[src/rtl/scoreboard_pkg.sv]
// Shared constants for the scoreboard renderer: 3x5 digit font, converter FSM states
// and the per-player pixel-locator record passed between the two pixel stages.
package scoreboard_pkg;

  localparam int GLYPH_W = 3;
  localparam int GLYPH_H = 5;

  // Row-major 3x5 glyphs, bit 14 is the top-left cell; entry 0 sits in the LSBs.
  localparam logic [9:0][14:0] GLYPH_ROM = {
    15'b111_101_111_001_111,  // 9
    15'b111_101_111_101_111,  // 8
    15'b111_001_001_001_001,  // 7
    15'b111_100_111_101_111,  // 6
    15'b111_100_111_001_111,  // 5
    15'b101_101_111_001_001,  // 4
    15'b111_001_111_001_111,  // 3
    15'b111_001_111_100_111,  // 2
    15'b010_110_010_010_111,  // 1
    15'b111_101_101_101_111   // 0
  };

  typedef enum logic [1:0] {IDLE, LOAD, SHIFT, STORE} state_t;

  typedef struct packed {
    logic       hit;
    logic [1:0] dig;
    logic [2:0] row;
    logic [1:0] col;
  } pix_t;

endpackage

[src/rtl/bin2bcd_seq.sv]
// One-bit-per-cycle double-dabble converter with start/done handshake; values above
// 10^DIGITS-1 read back as all nines.
module bin2bcd_seq #(
  parameter int SCORE_W = 7,
  parameter int DIGITS  = 2
) (
  input  logic                  clk,
  input  logic                  rst,
  input  logic                  start_i,
  input  logic [SCORE_W-1:0]    bin_i,
  output logic                  done_o,
  output logic [4*DIGITS-1:0]   bcd_o
);
  localparam int BW   = 4 * DIGITS;
  localparam int CW   = $clog2(SCORE_W + 1);
  localparam int MAXV = 10**DIGITS - 1;

  logic [CW-1:0]      cnt_q, cnt_d;
  logic [SCORE_W-1:0] bin_q, bin_d;
  logic [BW-1:0]      bcd_q, bcd_d;
  logic               sat_q, sat_d;

  function automatic logic [BW-1:0] add3(input logic [BW-1:0] b);
    logic [BW-1:0] r;
    r = b;
    for (int k = 0; k < DIGITS; k++)
      if (r[4*k +: 4] >= 4'd5) r[4*k +: 4] = r[4*k +: 4] + 4'd3;
    return r;
  endfunction

  always_comb begin
    cnt_d = cnt_q;
    bin_d = bin_q;
    bcd_d = bcd_q;
    sat_d = sat_q;
    if (start_i) begin
      cnt_d = CW'(SCORE_W);
      bin_d = bin_i;
      bcd_d = '0;
      sat_d = (32'(bin_i) > 32'(MAXV));
    end else if (cnt_q != '0) begin
      {bcd_d, bin_d} = {add3(bcd_q), bin_q} << 1;
      cnt_d = cnt_q - CW'(1);
    end
  end

  always_ff @(posedge clk) begin
    if (rst) cnt_q <= '0;
    else     cnt_q <= cnt_d;
  end

  always_ff @(posedge clk) begin
    bin_q <= bin_d;
    bcd_q <= bcd_d;
    sat_q <= sat_d;
  end

  assign done_o = (cnt_q == CW'(1)) && !start_i;
  assign bcd_o  = sat_q ? {DIGITS{4'd9}} : bcd_q;

endmodule

[src/rtl/scoreboard_render.sv]
// Multi-player BCD score renderer with a 2-cycle pixel pipeline.
// Optional score-change flashing is enabled by defining SCOREBOARD_FLASH_EN.
module scoreboard_render
  import scoreboard_pkg::*;
#(
  parameter int                         NUM_PLAYERS  = 2,
  parameter int                         DIGITS       = 2,
  parameter int                         SCORE_W      = 7,
  parameter int                         SCALE_LOG2   = 1,
  parameter int                         X0           = 40,
  parameter int                         Y0           = 4,
  parameter int                         PLAYER_PITCH = 60,
  parameter logic [3*NUM_PLAYERS-1:0]   PLAYER_COLOR = {3'b010, 3'b100},
  parameter logic [2:0]                 FLASH_COLOR  = 3'b111,
  parameter int                         FLASH_FRAMES = 32
) (
  input  logic                          VGA_CLK,
  input  logic                          reset,
  input  logic [7:0]                    xvga,
  input  logic [6:0]                    yvga,
  input  logic [NUM_PLAYERS*SCORE_W-1:0] score,
  output logic [NUM_PLAYERS-1:0]        display,
  output logic [3*NUM_PLAYERS-1:0]      color,
  output logic                          busy
);
  localparam int CELL = 1 << SCALE_LOG2;
  localparam int PW   = (NUM_PLAYERS > 1) ? $clog2(NUM_PLAYERS) : 1;

  logic [6:0]          yvga_prev_q;
  logic                frame_start;
  state_t              state_q, state_d;
  logic [PW-1:0]       p_q, p_d;
  logic [SCORE_W-1:0]  snap_q [NUM_PLAYERS];
  logic [4*DIGITS-1:0] bcd_q  [NUM_PLAYERS];
  logic                eng_done;
  logic [4*DIGITS-1:0] eng_bcd;
  logic [NUM_PLAYERS-1:0]   flashing;
  pix_t                     pix_p1 [NUM_PLAYERS];
  logic [NUM_PLAYERS-1:0]   disp_d;
  logic [3*NUM_PLAYERS-1:0] color_d;

  assign frame_start = (yvga_prev_q != 7'd0) && (yvga == 7'd0);

  always_comb begin
    state_d = state_q;
    p_d     = p_q;
    case (state_q)
      IDLE:  ;
      LOAD:  state_d = SHIFT;
      SHIFT: if (eng_done) state_d = STORE;
      STORE: begin
        if (p_q == PW'(NUM_PLAYERS - 1)) state_d = IDLE;
        else begin
          state_d = LOAD;
          p_d     = p_q + PW'(1);
        end
      end
      default: state_d = IDLE;
    endcase
    // A new frame always restarts from player 0 with the fresh snapshot.
    if (frame_start) begin
      state_d = LOAD;
      p_d     = '0;
    end
  end

  assign busy = (state_q != IDLE);

  always_ff @(posedge VGA_CLK) begin
    if (reset) begin
      yvga_prev_q <= '0;
      state_q     <= IDLE;
      p_q         <= '0;
      for (int p = 0; p < NUM_PLAYERS; p++) begin
        snap_q[p] <= '0;
        bcd_q[p]  <= '0;
      end
    end else begin
      yvga_prev_q <= yvga;
      state_q     <= state_d;
      p_q         <= p_d;
      if (frame_start)
        for (int p = 0; p < NUM_PLAYERS; p++) snap_q[p] <= score[p*SCORE_W +: SCORE_W];
      if (state_q == STORE) bcd_q[p_q] <= eng_bcd;
    end
  end

  bin2bcd_seq #(.SCORE_W(SCORE_W), .DIGITS(DIGITS)) u_bcd (
    .clk     (VGA_CLK),
    .rst     (reset),
    .start_i (state_q == LOAD),
    .bin_i   (snap_q[p_q]),
    .done_o  (eng_done),
    .bcd_o   (eng_bcd)
  );

`ifdef SCOREBOARD_FLASH_EN
  localparam int FCW = $clog2(FLASH_FRAMES + 1);
  logic               frame_start_q;
  logic [SCORE_W-1:0] prev_q  [NUM_PLAYERS];
  logic [FCW-1:0]     flash_q [NUM_PLAYERS];

  // Runs one cycle behind frame start so snap_q already holds the new snapshot.
  always_ff @(posedge VGA_CLK) begin
    if (reset) begin
      frame_start_q <= 1'b0;
      for (int p = 0; p < NUM_PLAYERS; p++) begin
        prev_q[p]  <= '0;
        flash_q[p] <= '0;
      end
    end else begin
      frame_start_q <= frame_start;
      if (frame_start_q)
        for (int p = 0; p < NUM_PLAYERS; p++) begin
          prev_q[p] <= snap_q[p];
          if (snap_q[p] != prev_q[p]) flash_q[p] <= FCW'(FLASH_FRAMES);
          else if (flash_q[p] != '0)  flash_q[p] <= flash_q[p] - FCW'(1);
        end
    end
  end

  always_comb
    for (int p = 0; p < NUM_PLAYERS; p++)
      flashing[p] = (flash_q[p] != '0) && flash_q[p][2];
`else
  assign flashing = '0;
`endif

  function automatic pix_t locate(input int p, input int x, input int y);
    pix_t r;
    int   dx, dy;
    r  = '0;
    dy = y - Y0;
    for (int d = 0; d < DIGITS; d++) begin
      dx = x - (X0 + p*PLAYER_PITCH + d*4*CELL);
      if (dx >= 0 && dx < GLYPH_W*CELL && dy >= 0 && dy < GLYPH_H*CELL) begin
        r.hit = 1'b1;
        r.dig = 2'(d);
        r.row = 3'(dy >>> SCALE_LOG2);
        r.col = 2'(dx >>> SCALE_LOG2);
      end
    end
    return r;
  endfunction

  // Zero digits above the first nonzero one stay dark; the units digit always shows.
  function automatic logic glyph_lit(input logic [4*DIGITS-1:0] bcd, input pix_t px);
    logic [3:0]  nib;
    logic [14:0] bits;
    logic        lead_zero;
    lead_zero = 1'b1;
    nib       = '0;
    for (int d = 0; d < DIGITS; d++)
      if (d <= int'(px.dig)) begin
        nib = 4'(bcd >> (4*(DIGITS-1-d)));
        if (nib != 4'd0) lead_zero = 1'b0;
      end
    if (!px.hit || nib > 4'd9) return 1'b0;
    if (lead_zero && int'(px.dig) != DIGITS-1) return 1'b0;
    bits = GLYPH_ROM[nib] << (int'(px.row)*GLYPH_W + int'(px.col));
    return bits[14];
  endfunction

  // Stage 1: field/digit hit, glyph row/col and digit select
  always_ff @(posedge VGA_CLK)
    for (int p = 0; p < NUM_PLAYERS; p++) pix_p1[p] <= locate(p, int'(xvga), int'(yvga));

  // Stage 2: ROM bit, blanking and colour
  always_comb begin
    disp_d  = '0;
    color_d = '0;
    for (int p = 0; p < NUM_PLAYERS; p++) begin
      disp_d[p]        = glyph_lit(bcd_q[p], pix_p1[p]);
      color_d[3*p +: 3] = flashing[p] ? FLASH_COLOR : PLAYER_COLOR[3*p +: 3];
    end
  end

  always_ff @(posedge VGA_CLK) begin
    if (reset) begin
      display <= '0;
      color   <= '0;
    end else begin
      display <= disp_d;
      color   <= color_d;
    end
  end

endmodule

[config.mk]
export PLATFORM = sky130hd
export DESIGN_NAME = scoreboard_render
export DESIGN_NICKNAME = d
export VERILOG_FILES = /design/src/rtl/scoreboard_pkg.sv /design/src/rtl/bin2bcd_seq.sv /design/src/rtl/scoreboard_render.sv
export SDC_FILE = /design/constraint.sdc
export NUM_CORES = 1
export LEC_CHECK = 0
export ABC_AREA = 1
export ABC_CLOCK_PERIOD_IN_PS = 5100
export CORE_ASPECT_RATIO = 1.25
export CORE_MARGIN = 8
export CORE_UTILIZATION = 55
export CTS_CLUSTER_SIZE = 12
export DETAILED_ROUTE_END_ITERATION = 6
export GPL_ROUTABILITY_DRIVEN = 0
export GPL_TIMING_DRIVEN = 1
export PLACE_DENSITY_LB_ADDON = 0.2
export SLEW_MARGIN = 25
export SYNTH_ARGS = -nofsm -noshare
export SYNTH_HDL_FRONTEND = slang
export SYNTH_SLANG_ARGS = --single-unit
[constraint.sdc]
create_clock -name VGA_CLK -period 5.1 [get_ports VGA_CLK]
set_input_delay 1.02 -clock VGA_CLK [delete_from_list [all_inputs] [get_ports VGA_CLK]]
set_output_delay 1.02 -clock VGA_CLK [all_outputs]
set_load 0.05 [all_outputs]
==> results of run 1 <==
[flip-flops by register name, summed over array words and instances, names as in the netlist, named ones only]
signal,cells
state_q,2
pix_p1,14
u_bcd.cnt_q,3
u_bcd.bcd_q,8
bcd_q,16
u_bcd.sat_q,1
p_q,1
snap_q,14
display,2
color,1
u_bcd.bin_q,7
yvga_prev_q,7
[worst max-delay path, delay by kind of cell]
kind	cells	cell delay [ns]
buf+inv	3	0.97
simple gates	6	0.64
fa+ha+maj	2	0.48
xor+xnor	1	0.16
[layout make-up]
type	instances	area (um2)
Timing Repair Buffer	34	340
Fill cell	742	3270
Sequential cell	77	1920
Clock inverter	4	25.0
Clock buffer	12	135
Inverter	108	418
Multi-Input combinational cell	389	2330
Tap cell	100	125
[power groups by stage]
stage,registers [mW],clock network (mW),logic (mW)
floorplan,0.797,0,0.355
global placement,0.804,0,0.442
detailed placement,0.807,0,0.457
CTS,0.793,0.393,0.461
global route,0.803,0.420,0.532
finish,0.792,0.382,0.458
[path summary, 6_finish.rpt]
kind / start / end
hold / removal: u_bcd.cnt_q[1]$_SDFFE_PP0P_ / u_bcd.cnt_q[1]$_SDFFE_PP0P_
hold reg to reg: u_bcd.cnt_q[1]$_SDFFE_PP0P_ / u_bcd.cnt_q[1]$_SDFFE_PP0P_
setup / recovery: xvga[4] / pix_p1[0][8]$_DFF_P_
setup reg to reg: pix_p1[0][5]$_DFF_P_ / display[0]$_SDFF_PP0_
[per-layer routing]
metal	global-route usage (%)	routed length (um)	vias to the layer above
met5	0	0	-
met4	5.79	150	0
met3	3.94	302	11
met2	27.9	4370	57
met1	17.9	3770	1645
li1	-	-	1915
[logic make-up (layout without fill, tap and decap cells)]
group / after synthesis / in the layout / share of synthesized area, %
AND/OR/NAND/NOR: 260 / 260 / 26.3
XOR/XNOR: 10 / 10 / 1.84
buffers and inverters: 124 / 158 / 11.1
other: 1 / 4 / 0.0786
multiplexers: 5 / 5 / 1.05
adder cells (fa/ha/maj): 41 / 41 / 11.4
AO/OA/AOI/OAI: 69 / 69 / 7.87
flip-flops: 77 / 77 / 40.3
[metrics by stage]
| step | instance area (um2) | setup WS (ns) |
|---|---|---|
| global placement | 5130 | 1.82 |
| finish | 5290 | 2.10 |
| global route | 5290 | 1.85 |
| detailed placement | 5130 | 1.74 |
| CTS | 5290 | 2.09 |
| floorplan | 4780 | 2.68 |
[placed cells by master, fill, tap and decap left out, types with 6 or more instances in the layout]
cell / netlist / routed
nor2_2: 9 / 9
ha_1: 37 / 37
clkbuf_8: 0 / 9
edfxtp_1: 38 / 38
nand3_1: 26 / 26
nand2_1: 92 / 92
o21ai_1: 7 / 7
nand2_4: 11 / 11
inv_1: 97 / 97
nor2_1: 75 / 75
a21oi_1: 35 / 35
nand2_2: 14 / 14
o211ai_1: 6 / 6
inv_2: 7 / 7
nor3_1: 13 / 13
clkdlybuf4s50_1: 0 / 34
xor2_1: 8 / 8
dfxtp_1: 39 / 39
o21ai_0: 17 / 17
==> impl_metrics.tcl, run 1 <==
set metrics [dict create \
    status "completed" \
    cts.path.max_buffers 2 \
    worstPathArrival_ns 3.28 \
    powerDensity_nw_per_um2 308 \
    drc 0 \
    synth.distinct_cells 41 \
    drt-total-wl_um 8590 \
    tightest_slew_ns 0.633 \
    worstSetupPathType "in -> reg" \
    switchingPower_mw 0.539 \
    cts_tree "done" \
    seqPwrFrac_pct 48.5 \
    leakagePower_nw 2.49 \
    end_kind "flop" \
    rrSetupSlack_ns 2.93 \
    clk_pin_slew_ns 0.07 \
    internal-power_mw 1.09 \
    first_pass_iters 4 \
    antenna_left 0 \
    finalCritPeriodShare_pct 58.8 \
    dieArea_um2 11900 \
    num_rows 38 \
    drive_above_1_share_pct 10.7 \
    whs_ns 0.468 \
    start_util_pct 55.7 \
    areaGrowthSynthToFinish_pct 11.0 \
    synth_most_common_cell "inv_1" \
    cp_cell_sequence "clkdlybuf4s50_1 > inv_1 > ha_1 > nand2_1 > nand2_1 > xor2_1 > nor4b_1 > ha_1 > nand2_1 > inv_1 > nor2_2 > nor2_1" \
    antennaDiodeCount 0 \
    vias_per_cell 5.01 \
    timing.final.crit_period_ns 3.00 \
    clk_latency_ns 0.34 \
    postSynthCellCount 587 \
    combPwrFrac_pct 28.1 \
    finalSetupViolCount 0 \
    syn-cell-area_um2 4770 \
    dieWidth_um 99.3 \
    io_buffers 34 \
    power.share.clock_pct 23.4 \
    synth.avg_cell_area_um2 8.13 \
    dieHeight_um 120 \
    finalPower_mw 1.63 \
    drv_slew 0 \
    cts_root_buffer "clkbuf_8" \
    ios 40 \
    numCtsBuffers 9 \
    skew_ns 0.00862 \
    p_sw_share_pct 33.0 \
    grt_usage_pct 15.8 \
    netlist.area_leader.share_pct 23.9 \
    cap_violations 0 \
    utilization_pct 61.8 \
    hold_viol_final 0 \
    grt_pass1_wl_um 15400 \
    cts_resized 0 \
    grt_pass1_vias 3601 \
    synth-edff-count 38 \
    synth-seq-cells 77 \
    final.setup.tns_ns 0 \
    cpMostUsedCell "nand2_1" \
    slew_headroom_pct 57.7 \
    grt_max_degree 21 \
    rsz0062_at_grt "no" \
    antenna_found_initial 0 \
    place_inst 708 \
    ys_dominant_reg_cell "dfxtp_1" \
    synth_common_cells "inv_1, nand2_1, nor2_1, dfxtp_1, edfxtp_1" \
    yosys.area.top_type "edfxtp_1" \
    cp_slowest_stage_delay_ns 0.74 \
    min_path_type "reg -> reg" \
    synth_area_leaders "edfxtp_1, dfxtp_1, ha_1, inv_1, nand2_1" \
    drt_iter0_markers 207 \
    ff2ff_path_depth 13 \
    critical_path_peak_fanout 9 \
    postCtsSetupBuffers 0 \
    hpwl_um 6850 \
    fin_nets 691 \
    cts.hold.buffers_added 0 \
    required_ns 5.38 \
    timing.fmax_mhz 333 \
    slowest_stage "clkdlybuf4s50_1" \
    num_vias 3628 \
    synth_seq_area_share_pct 40.3 \
    async_flop_share_pct 0 \
    cts_max_level 3 \
    fin_cells 724 \
    overflow 0 \
    cts_sinks 77 \
    drt-wirelength-per-cell_um 11.9 \
    core_um2 8560 \
    start_kind "input pin" \
    vdd_drop_max_mv 0.256 \
    worstHoldPathCells 2 \
    yosysWarnings 0 \
]
(Power assumes the default switching activity.)
==> inputs of run 2 (changes only) <==
ABC_CLOCK_PERIOD_IN_PS = 2600   (was 5100)
CORE_UTILIZATION = 53   (was 55)
clock period = 2.6 ns   (was 5.1 ns; I/O delays follow)
==> impl_metrics.tcl, run 2 (synthesis gave the netlist of run 1 again) <==
set metrics [dict create \
    worstHoldStart "u_bcd.bcd_q[7]$_SDFFE_PP0P_" \
    start_kind "flop" \
    clk_pin_slew_ns 0.08 \
    finalSetupViolCount 0 \
    whs_ns 0.461 \
    final_cell_mix "inv_1, nand2_1, nor2_1, dfxtp_1, edfxtp_1" \
    cp_slowest_stage_delay_ns 0.79 \
    first_pass_iters 4 \
    slew_headroom_pct 65.2 \
    start_util_pct 54.8 \
    drt-total-wl_um 8680 \
    utilization_pct 62.3 \
    cts.path.max_buffers 2 \
    drive_above_1_share_pct 12.9 \
    place_inst 740 \
    grt_pass1_wl_um 15100 \
    grt_usage_pct 15.2 \
    crit_buf_inv 2 \
    vdd_drop_max_mv 0.439 \
    worstPathArrival_ns 1.71 \
    tightest_slew_ns 0.521 \
    largestRegisters "bcd_q x16, pix_p1 x14, snap_q x14" \
    drt_iter0_markers 175 \
    cts_resized 0 \
    slowest_stage "clkdlybuf4s50_1" \
    numCtsBuffers 9 \
    fin_nets 703 \
    powerDensity_nw_per_um2 596 \
    overflow 0 \
    ios 40 \
    dieWidth_um 101 \
    reg2reg_from "pix_p1[0][3]$_DFF_P_" \
    dieArea_um2 12300 \
    num_vias 3693 \
    status "completed" \
    final_common_cell "inv_1" \
    finalCritPeriodShare_pct 85.9 \
    io_buffers 34 \
    grt_pass1_vias 3635 \
    min_path_type "reg -> reg" \
    critical_path_peak_fanout 4 \
    grt_max_degree 21 \
    cts_max_level 3 \
    worstSetupPathType "reg -> out" \
    num_rows 38 \
    hold_viol_final 0 \
    hpwl_um 7040 \
    postCtsSetupBuffers 0 \
    largest_reg_flops 16 \
    leakagePower_nw 2.56 \
    antenna_left 0 \
    vias_per_cell 4.88 \
    antennaDiodeCount 0 \
    worstSetupStartpoint "state_q[1]$_SDFFE_PP0P_" \
    top_register "bcd_q" \
    drv_slew 0 \
    cts_tree "done" \
    antenna_found_initial 0 \
    worst_path_dominant_cell_family "buffers and inverters" \
    cap_violations 0 \
    drc 0 \
    dieHeight_um 122 \
    fin_cells 756 \
    drt-wirelength-per-cell_um 11.5 \
    cts_root_buffer "clkbuf_8" \
    rsz0062_at_grt "no" \
    required_ns 2.08 \
    final.setup.tns_ns 0 \
    cp_cell_sequence "nor2_1 > inv_1 > clkdlybuf4s50_1" \
    end_kind "output port" \
    nFillCells 804 \
    timing.fmax_mhz 448 \
    skew_ns 0.00971 \
    core_um2 8700 \
    cts.hold.buffers_added 0 \
    clk_latency_ns 0.34 \
    cts_sinks 77 \
    timing.final.crit_period_ns 2.23 \
    areaGrowthSynthToFinish_pct 13.7 \
]
run 2: changes by cell type in the layout (fill, tap and decap cells not counted):
| cell | previous run | this run |
|---|---|---|
| buf_12 | 0 | 1 |
| buf_4 | 0 | 11 |
| clkbuf_1 | 3 | 0 |
| clkinv_2 | 1 | 3 |
| clkinv_4 | 1 | 0 |
| clkinvlp_2 | 0 | 1 |
| inv_6 | 1 | 2 |
run 2: routing by layer:
metal | track usage, % | up-vias | routed length (um)
li1 | - | 1933 | -
met1 | 15.6 | 1681 | 3600
met2 | 28.5 | 68 | 4660
met3 | 3.71 | 11 | 318
met4 | 6.35 | 0 | 108
met5 | 0 | - | 0
run 2: worst register-to-register path: cells and delay by family, from the launching register on:
family                     cells  cell delay (ns)
AOI/OAI and AO/OA              2             0.18
adders and majority gates      3             1.19
buffers and inverters          1             0.07
DFF                            1             0.39
and+or+nand+nor                3             0.22
run 2: cell type report:
type / instances / area [um2] / share of cell area, %
clock inverters: 7 / 40.0 / 0.738
inverters: 108 / 418 / 7.70
clock buffers: 9 / 124 / 2.28
multi-input cells: 389 / 2330 / 42.9
flip-flops and latches: 77 / 1920 / 35.4
repair buffers: 46 / 443 / 8.17
well taps: 120 / 150 / 2.77
run 2: per-stage QoR:
stage                     instance area, um2  power (mW)  worst slack [ns]
after CTS                               5420        3.27             0.334
after detailed placement                5260        2.50            0.0376
after global routing                    5420        3.48             0.232
after global placement                  5260        2.46             0.146
final                                   5420        3.23             0.366
after floorplan                         4780        2.26             0.637
run 2: power breakdown:
group / switching [mW] / leakage [nW] / total, mW / internal, mW
registers: 0.0790 / 0.713 / 1.55 / 1.48
clock network: 0.423 / 0.0828 / 0.762 / 0.338
logic: 0.581 / 1.76 / 0.919 / 0.338
run 2: final timing paths:
kind / endpoint / slack (ns) / cells past startpoint
worst min register to register: u_bcd.bcd_q[7]$_SDFFE_PP0P_ / 0.46 / 2
worst max-delay path: busy / 0.37 / 3
worst max register to register: display[0]$_SDFF_PP0_ / 0.50 / 9
worst min-delay path: u_bcd.bcd_q[7]$_SDFFE_PP0P_ / 0.46 / 2
